===== src/rtl/hilo_pkg.sv =====
// hilo_pkg: shared op-codes, state encoding and decode helper for the HI/LO unit
package hilo_pkg;
   localparam int OP_W = 3;
   localparam logic [OP_W-1:0] OP_NOP  = 3'b000;
   localparam logic [OP_W-1:0] OP_DIV  = 3'b001;
   localparam logic [OP_W-1:0] OP_DIVU = 3'b010;
   localparam logic [OP_W-1:0] OP_MTHI = 3'b011;
   localparam logic [OP_W-1:0] OP_MTLO = 3'b100;
   typedef enum logic {ST_IDLE = 1'b0, ST_WAIT = 1'b1} state_t;
   function automatic logic is_div(input logic [OP_W-1:0] op);
      return op == OP_DIV || op == OP_DIVU;
   endfunction
endpackage


===== src/rtl/hilo_unit_if.sv =====
// hilo_unit_if: request handshake, HI/LO readout and external divider bus
interface hilo_unit_if;
   import hilo_pkg::*;
   logic            op_valid;
   logic [OP_W-1:0] op_code;
   logic [31:0]     rs_data;
   logic [31:0]     rt_data;
   logic            op_ready;
   logic            done;
   logic            div_by_zero;
   logic [31:0]     hi;
   logic [31:0]     lo;
   logic [31:0]     div_dividend;
   logic [31:0]     div_divisor;
   logic            div_ena;
   logic            div_signed;
   logic [31:0]     div_q;
   logic [31:0]     div_r;
   modport master (
      output op_valid, op_code, rs_data, rt_data, div_q, div_r,
      input  op_ready, done, div_by_zero, hi, lo, div_dividend, div_divisor, div_ena, div_signed
   );
   modport slave (
      input  op_valid, op_code, rs_data, rt_data, div_q, div_r,
      output op_ready, done, div_by_zero, hi, lo, div_dividend, div_divisor, div_ena, div_signed
   );
endinterface


===== src/rtl/hilo_unit.sv =====
// hilo_unit: HI/LO register file with MTHI/MTLO and sequencing of an external fixed-latency divider
module hilo_unit
   import hilo_pkg::*;
#(
   parameter int DIV_LATENCY = 4
) (
   input logic        clk,
   input logic        reset,
   hilo_unit_if.slave bus
);
   localparam logic [4:0] CNT_LOAD = 5'(DIV_LATENCY - 1);
   state_t     state, next;
   logic [4:0] cnt;
   logic       accept, start, zdiv, last, mt;
   assign bus.op_ready = state == ST_IDLE;
   assign bus.div_ena  = state == ST_WAIT;
   // request decode and next-state selection
   always_comb begin
      accept = bus.op_valid & bus.op_ready;
      start  = accept & is_div(bus.op_code) & (|bus.rt_data);
      zdiv   = accept & is_div(bus.op_code) & ~(|bus.rt_data);
      mt     = accept & (bus.op_code == OP_MTHI || bus.op_code == OP_MTLO);
      last   = state == ST_WAIT && cnt == '0;
      next   = start ? ST_WAIT : last ? ST_IDLE : state;
   end
   // state register
   always_ff @(posedge clk) begin
      if (reset) state <= ST_IDLE;
      else       state <= next;
   end
   // HI/LO, divider operands, status flags and the latency counter
   always_ff @(posedge clk) begin
      if (reset) begin
         cnt              <= '0;
         bus.done         <= 1'b0;
         bus.div_by_zero  <= 1'b0;
         bus.div_signed   <= 1'b0;
         bus.div_dividend <= '0;
         bus.div_divisor  <= '0;
         bus.hi           <= '0;
         bus.lo           <= '0;
      end else begin
         cnt      <= start ? CNT_LOAD : (state == ST_WAIT && cnt != '0) ? cnt - 5'd1 : cnt;
         bus.done <= mt | zdiv | last;
         if (start) begin
            bus.div_dividend <= bus.rs_data;
            bus.div_divisor  <= bus.rt_data;
            bus.div_signed   <= bus.op_code == OP_DIV;
            bus.div_by_zero  <= 1'b0;
         end
         if (zdiv) bus.div_by_zero <= 1'b1;
         if (accept && bus.op_code == OP_MTHI) bus.hi <= bus.rs_data;
         else if (last)                        bus.hi <= bus.div_r;
         if (accept && bus.op_code == OP_MTLO) bus.lo <= bus.rs_data;
         else if (last)                        bus.lo <= bus.div_q;
      end
   end
endmodule


===== src/flat_wrapper.sv =====
// flat-port wrapper written by rule: the top's interface ports become plain ports
module hilo_unit_flat import hilo_pkg::*;
#(
   parameter int DIV_LATENCY = 4
)
  (clk, reset, bus_op_valid, bus_op_code, bus_rs_data, bus_rt_data, bus_div_q, bus_div_r, bus_op_ready, bus_done, bus_div_by_zero, bus_hi, bus_lo, bus_div_dividend, bus_div_divisor, bus_div_ena, bus_div_signed);
  hilo_unit_if bus_i ();
  input logic clk;
  input logic reset;
  input wire logic [$bits(bus_i.op_valid)-1:0] bus_op_valid;
  input wire logic [$bits(bus_i.op_code)-1:0] bus_op_code;
  input wire logic [$bits(bus_i.rs_data)-1:0] bus_rs_data;
  input wire logic [$bits(bus_i.rt_data)-1:0] bus_rt_data;
  input wire logic [$bits(bus_i.div_q)-1:0] bus_div_q;
  input wire logic [$bits(bus_i.div_r)-1:0] bus_div_r;
  output wire logic [$bits(bus_i.op_ready)-1:0] bus_op_ready;
  output wire logic [$bits(bus_i.done)-1:0] bus_done;
  output wire logic [$bits(bus_i.div_by_zero)-1:0] bus_div_by_zero;
  output wire logic [$bits(bus_i.hi)-1:0] bus_hi;
  output wire logic [$bits(bus_i.lo)-1:0] bus_lo;
  output wire logic [$bits(bus_i.div_dividend)-1:0] bus_div_dividend;
  output wire logic [$bits(bus_i.div_divisor)-1:0] bus_div_divisor;
  output wire logic [$bits(bus_i.div_ena)-1:0] bus_div_ena;
  output wire logic [$bits(bus_i.div_signed)-1:0] bus_div_signed;
  assign bus_i.op_valid = bus_op_valid;
  assign bus_i.op_code = bus_op_code;
  assign bus_i.rs_data = bus_rs_data;
  assign bus_i.rt_data = bus_rt_data;
  assign bus_i.div_q = bus_div_q;
  assign bus_i.div_r = bus_div_r;
  assign bus_op_ready = bus_i.op_ready;
  assign bus_done = bus_i.done;
  assign bus_div_by_zero = bus_i.div_by_zero;
  assign bus_hi = bus_i.hi;
  assign bus_lo = bus_i.lo;
  assign bus_div_dividend = bus_i.div_dividend;
  assign bus_div_divisor = bus_i.div_divisor;
  assign bus_div_ena = bus_i.div_ena;
  assign bus_div_signed = bus_i.div_signed;
  hilo_unit #(.DIV_LATENCY(DIV_LATENCY)) u_core (.clk(clk), .reset(reset), .bus(bus_i));
endmodule

===== config.mk =====
export PLATFORM = sky130hd
export DESIGN_NAME = hilo_unit_flat
export DESIGN_NICKNAME = d
export VERILOG_FILES = /design/src/rtl/hilo_pkg.sv /design/src/rtl/hilo_unit_if.sv /design/src/rtl/hilo_unit.sv /design/src/flat_wrapper.sv
export SDC_FILE = /design/constraint.sdc
export NUM_CORES = 1
export LEC_CHECK = 0
export CAP_MARGIN = 30
export CORE_MARGIN = 2
export CORE_UTILIZATION = 38
export DETAILED_ROUTE_END_ITERATION = 16
export HOLD_SLACK_MARGIN = 0.05
export PLACE_DENSITY = 0.76
export SYNTH_ARGS = -nofsm -noshare
export SYNTH_HDL_FRONTEND = slang
export SYNTH_SLANG_ARGS = --single-unit

===== constraint.sdc =====
create_clock -name clk -period 1.65 [get_ports clk]
set_input_delay 0.2475 -clock clk [delete_from_list [all_inputs] [get_ports clk]]
set_output_delay 0.2475 -clock clk [all_outputs]
set_load 0.05 [all_outputs]

==> out/metrics.cfg <==
[worst_setup_path]
critical_path.top_delay_family = simple AND/OR/NAND/NOR gates
max_stage_delay_ns = 0.33
critPathKind = register to register
worst_ep_required_time_ns = 1.98
slowest_stage = dfxtp_2
cp_cell_sequence = inv_2, ha_4, nor4b_4, nand2_4, buf_12, mux2i_1, a211oi_1
arrival_ns = 1.96
endpoint_kind = register
critPathBufInv = 2
cp_max_fo = 26
crit_path_start_kind = register

[synth]
async_flop_share = 0
synth_top_area_cell = dfxtp_1
synth_top_area_share = 0.445
avgSynthCellArea_um2 = 9.95
synth_edf_count = 0
netlist_area_um2 = 6160
synth_fp_nets = 754
synth_fa_ha_area_frac = 0.00203
synth_cell_type_count = 31
ys_seq_area_frac = 0.445
yosys.area_share.xor_xnor = 0.00569
yosys_warnings = 0
muxShareOfSynthArea = 0.210
ys_ff_latch = 137
ys.flop_type = dfxtp_1
synth_top_family_by_area = multiplexers
synth_cells = 619
synth_compound_area_frac = 0.0861
synth-simple-area-share = 0.205
ys_top_cells_by_area = dfxtp_1 (45%), mux2i_1 (21%), nand2b_1 (13%)

[grt]
antenna_found_initial = 0
grt_pass1_wl_um = 27800
overflow = 0
met3_usage = 0.0694
met2_usage = 0.332
track_usage = 0.200
busiest_layer = met2
grt_use_met1 = 0.243
grt_pass1_vias = 5249
grt_max_degree = 169

[timing]
worstMarginPinSlew_ns = 0.654
maxSlewViolCount = 0
worst_slack_ns = 0.0179
rsz0062_at_grt = yes
post-route-period-util = 0.989
fin_worst_skew_ns = 0.00859
fmax_mhz = 613
setup_viol = 0
hold_viol = 0
slew_headroom = 0.564
min_period_ns = 1.63

[power_and_ir_drop]
power.density_nw_per_um2 = 1030
peakVddDrop_mv = 0.692
leakagePower_nw = 4.30

[route]
drt_iter0_markers = 209
vias_per_cell = 4.79
routed_wl_um = 17600
drtPass1Iterations = 4
wl_per_cell_um = 15.7
route.detailed.drc = 0
antenna_left = 0
via_count = 5380

[status]
status = finished, final reports clean

[clock_network]
cts_hold_buf = 0
cts_max_level = 4
cts_tree = done
cts_buffer_depth = 2
clock_latency_ns = 0.42
clock-root-buffer = clkbuf_16
clk_pin_slew_worst_paths_ns = 0.06
cts.sinks = 137
cts_made_buffers = 17

[final_layout]
layout-drive-gt1-share = 0.250
register_area_um2 = 2750
nets = 1031
area_delta_synth_final_pct = 58.3
final.fill_count = 1357
multi_input_area_um2 = 3220
design_area_um2 = 9750
num_antenna_cells = 0

[die]
die_w_um = 131
die_area_um2 = 17200
start_util = 0.388
coreArea_um2 = 15900
die_y_um = 131
ios = 267
std_cell_rows = 46

[placement]
gp_congestion = 0.776
hpwl_um = 12300
placement.io_buffers = 266
place_area_um2 = 8940
pre_cts_ws_ns = -0.431

[worst_hold_path]
hold_class = input pin to register

[run]
drv_cap = 0

==> worst register-to-register path, stage by stage (launching register included) <==
cell,delay (ns)
dfxtp_2,0.33
inv_2,0.06
ha_4,0.13
nor4b_4,0.26
nand2_4,0.15
buf_12,0.21
mux2i_1,0.15
a211oi_1,0.25
==> layer usage <==
metal	share of wire	up-vias
met5	0	-
met1	0.43	2488
met3	0.066	19
met4	0.017	0
met2	0.48	166
li1	-	2707
==> placed cells by master (no fill, tap or decap), drive strengths merged <==
| cell type | instances |
|---|---|
| nand3 | 3 |
| ha | 1 |
| nor2 | 65 |
| nand4b | 1 |
| nand2 | 3 |
| xnor2 | 1 |
| clkdlybuf4s50 | 132 |
| nor4 | 8 |
| a211oi | 64 |
| xor2 | 3 |
| nand2b | 129 |
| a21o | 1 |
| mux2i | 129 |
| and4 | 2 |
| buf | 175 |
| or4b | 2 |
| a21oi | 6 |
| nor2b | 1 |
| nor4b | 3 |
| bufinv | 7 |
| clkinvlp | 1 |
| a41oi | 1 |
| dfxtp | 137 |
| nand3b | 2 |
| nor3 | 4 |
| clkinv | 2 |
| clkbuf | 21 |
| inv | 4 |
==> repair_timing <==
item	4_1_cts	5_1_grt
buffers inserted	1	1
cloned	0	1
resized for setup	4	10
pin swaps	1	13
endpoints found under the setup margin	15	136
==> state kept, by name, summed over array words and instances (netlist names) <==
signal,cells
u_core.bus.div_divisor,32
u_core.bus.hi,32
u_core.bus.done,1
u_core.bus.div_by_zero,1
u_core.bus.div_signed,1
u_core.bus.div_ena,1
u_core.cnt,5
u_core.bus.lo,32
u_core.bus.div_dividend,32
==> power by group <==
| part | leakage (nW) | total (W) | switching, W | internal, W |
|---|---|---|---|---|
| logic | 2.84 | 0.00192 | 0.00106 | 0.000852 |
| clock network | 0.343 | 0.00459 | 0.00148 | 0.00311 |
| registers | 1.12 | 0.00357 | 0.0000910 | 0.00348 |
==> logic make-up (layout without fill, tap and decap cells) <==
logic type      count (synthesis)  in the layout
fa+ha+maj                       1              1
compound gates                 72             72
buf+inv                        53            342
xor+xnor                        4              4
flops                         137            137
simple gates                  223            223
mux                           129            129
==> final timing paths <==
| check | startpoint | endpoint | slack, ns | depth (start not counted) |
|---|---|---|---|---|
| max | u_core.cnt[1] | u_core.bus.lo[22] | 0.02 | 7 |
| min reg2reg | u_core.bus.div_by_zero | u_core.bus.div_by_zero | 0.47 | 2 |
| min | reset | u_core.bus.div_signed | 0.17 | 3 |
| max reg2reg | u_core.cnt[1] | u_core.bus.lo[22] | 0.02 | 7 |
==> cell type report <==
class                           count  area share
Clock inverter                     11      0.0246
Clock buffer                       20      0.0479
Tap cell                          216      0.0277
Timing Repair Buffer              308       0.287
Sequential cell                   137       0.282
Multi-Input combinational cell    429       0.330
Inverter                            3     0.00116
==> cells in the mapped netlist, types with 2 or more instances <==
cell	number
nor2_1	65
nand2_1	3
buf_1	4
xor2_1	3
and4_1	2
buf_4	5
mux2i_1	129
buf_2	4
nor4b_2	2
nor4_1	8
inv_1	3
nand2b_1	129
nand3b_1	2
clkbuf_1	29
nor3_2	2
a211oi_1	64
nor3_1	2
buf_6	8
nand3_1	3
a21oi_1	5
dfxtp_1	137
==> through the flow <==
stage,power (W),utilization,hold WS (ns),setup TNS (ns),instances
final,0.0101,0.614,0.175,0,1124
after global routing,0.0104,0.614,0.173,-1.82,1124
after CTS,0.0101,0.608,0.160,0,1122
after detailed placement,0.00552,0.563,0.460,-31.03,1090
after global placement,0.00551,0.563,0.445,-31.84,1090
after floorplan,0.00471,-,0.403,0,619
Power figures use the tool's default switching activity.
==> RTL change: new RTL, same flow settings <==
Set the package constant `OP_W` to 4 (it was 3).
--- a/src/rtl/hilo_pkg.sv
+++ b/src/rtl/hilo_pkg.sv
@@ -1,5 +1,5 @@
 // hilo_pkg: shared op-codes, state encoding and decode helper for the HI/LO unit
 package hilo_pkg;
-   localparam int OP_W = 3;
+   localparam int OP_W = 4;
    localparam logic [OP_W-1:0] OP_NOP  = 3'b000;
    localparam logic [OP_W-1:0] OP_DIV  = 3'b001;
Ports: changed (resized bus_op_code); port bits go from 267 to 268. No check against the original RTL was run, so the function may have changed too.
==> RTL change against the unedited design <==
The run now ends with negative setup slack left. Area after synthesis down 8.4%. Sequential cell count unchanged. Largest cell class is now non-clock buffers. Design area down 2.3%. Worst setup slack worse by 350 ps. Highest routed layer unchanged. Total power down 13%. Critical path type unchanged. Wire length up 9.4%. Largest power group unchanged. Utilization up 4.1 points. Clock skew down 2.5 ps.
==> RTL change: results (changes against the unedited design) <==
| Metric | Value |
|---|---|
| Number of unique standard cell types used by synthesis | `32 (was 31)` |
| Count of port buffers added during placement | `267 (was 266)` |
| Ratio of cells with drive above 1 in the final layout | `28.31% (was 25.00%)` |
| Start point of the critical path | `u_core.cnt[0]$_SDFFE_PP0P_ (was u_core.cnt[1]$_SDFFE_PP0P_)` |
| Hold-critical path depth | `4 (was 3)` |
| Wire length of the first global-routing pass | `30080 um (was 27790 um)` |
| Worst slack, placed | `-376.7 ps (was -430.6 ps)` |
| Result of the run | `complete, but fails checks (was complete, no violations)` |
| Count of endpoints failing setup in the final report | `69 (was 0)` |
| Violations in the final reports | `negative setup slack` |
| Layout Skew | `6.055 ps (was 8.592 ps)` |
| Avg Inst Size Synth | `9.014 um^2 (was 9.949 um^2)` |
| Synthesized net count | `763 (was 754)` |
| Sequential area share after synthesis | `48.60% (was 44.53%)` |
| Worst path setup slack after routing | `-330.7 ps (was 17.86 ps)` |
| Via count of the first global-routing pass | `5736 (was 5249)` |
| Stage delay of the slowest cell on the critical path | `460 ps (was 330 ps)` |
| Top post-synthesis cells by area | `dfxtp_1 49%, mux2i_1 17%, nand2_1 8.9%, nor2_1 4.5%, a211oi_1 4.3% (was dfxtp_1 45%, mux2i_1 21%, nand2b_1 13%, a211oi_1 7.8%, nor2_1 4.0%)` |
| Maximum number of pins on one net before global-route repair | `74 (was 169)` |
| Logic depth of the worst register-to-register path | `8 (was 7)` |
| Post-DP HPWL | `12540 um (was 12250 um)` |
| Filler Cell Count | `1175 (was 1357)` |
| Initial drt markers | `326 (was 209)` |
| Data arrival time of the critical path | `2270 ps (was 1960 ps)` |
| Final routed wirelength across all metal layers | `19290 um (was 17630 um)` |
## RTL change: cell types whose count changed after synthesis, sizes merged, moves of 32 or more
cell    change
nand2     +131
nand2b    -129
a211oi     -32
mux2i      -32
nor3       +32
o22ai      +32
## RTL change: worst paths after layout
kind                                              end  slack, ps
max                     u_core.bus.hi[7]$_SDFFE_PP0P_       -330
min          u_core.bus.div_dividend[30]$_SDFFE_PP0P_        280
max reg2reg             u_core.bus.hi[7]$_SDFFE_PP0P_       -330
min reg2reg   u_core.bus.div_divisor[22]$_SDFFE_PP0P_        460
## RTL change: layout make-up
class,instances,area share (%)
clock buffers,25,5.204
clock inverters,7,0.9331
inverters,4,0.2234
multi-input cells,435,30.28
flip-flops and latches,137,28.87
well taps,184,2.418
repair buffers,321,32.07
## RTL change: critical path, delay by kind of cell (launching register included)
family / cells / cell delay [ps]
buffers and inverters: 3 / 380
adder cells (fa/ha/maj): 1 / 120
AO/OA/AOI/OAI: 1 / 160
AND/OR/NAND/NOR: 3 / 860
flip-flops: 1 / 320
## RTL change: logic make-up (layout without fill, tap and decap cells)
family | count (synthesis) | after routing | share of synthesized area [%]
adders and majority gates | 2 | 2 | 0.4434
and+or+nand+nor | 259 | 259 | 19.33
buffers and inverters | 54 | 357 | 4.833
muxes | 97 | 97 | 17.21
DFF | 137 | 137 | 48.60
xor gates and xnor gates | 5 | 5 | 0.7760
AOI/OAI and AO/OA | 72 | 72 | 8.803
## RTL change: report_power, final
part           internal, W  switching, W  total (W)  leakage [nW]
registers          0.00342     0.0000613    0.00348          1.11
clock network      0.00238       0.00138    0.00376         0.288
logic             0.000683      0.000828    0.00151          2.63
total              0.00648       0.00227    0.00875          4.03
## RTL change: stage by stage
stage	power, W	util [%]
after global routing	0.009074	65.50
final	0.008749	65.50
after global placement	0.004935	57.89
after CTS	0.008790	64.33
after detailed placement	0.004946	57.89
after floorplan	0.004259	-
## RTL change: per-layer routing
metal | share of wire, % | track usage (%) | routed length (um) | up-vias
met5 | 0 | 0 | 0 | -
met4 | 2.5 | 9.502 | 491 | 0
met3 | 8.3 | 8.666 | 1598 | 37
met2 | 47 | 39.30 | 8982 | 232
met1 | 43 | 28.61 | 8215 | 2649
li1 | - | - | - | 2757
## RTL change: repair_timing
action,4_1_cts,5_1_grt
gates cloned,4,2
setup endpoints to repair,69,114
gates resized for setup,40,15
setup buffers,8,5
endpoints found under the hold margin,0,0
pin swaps,13,15
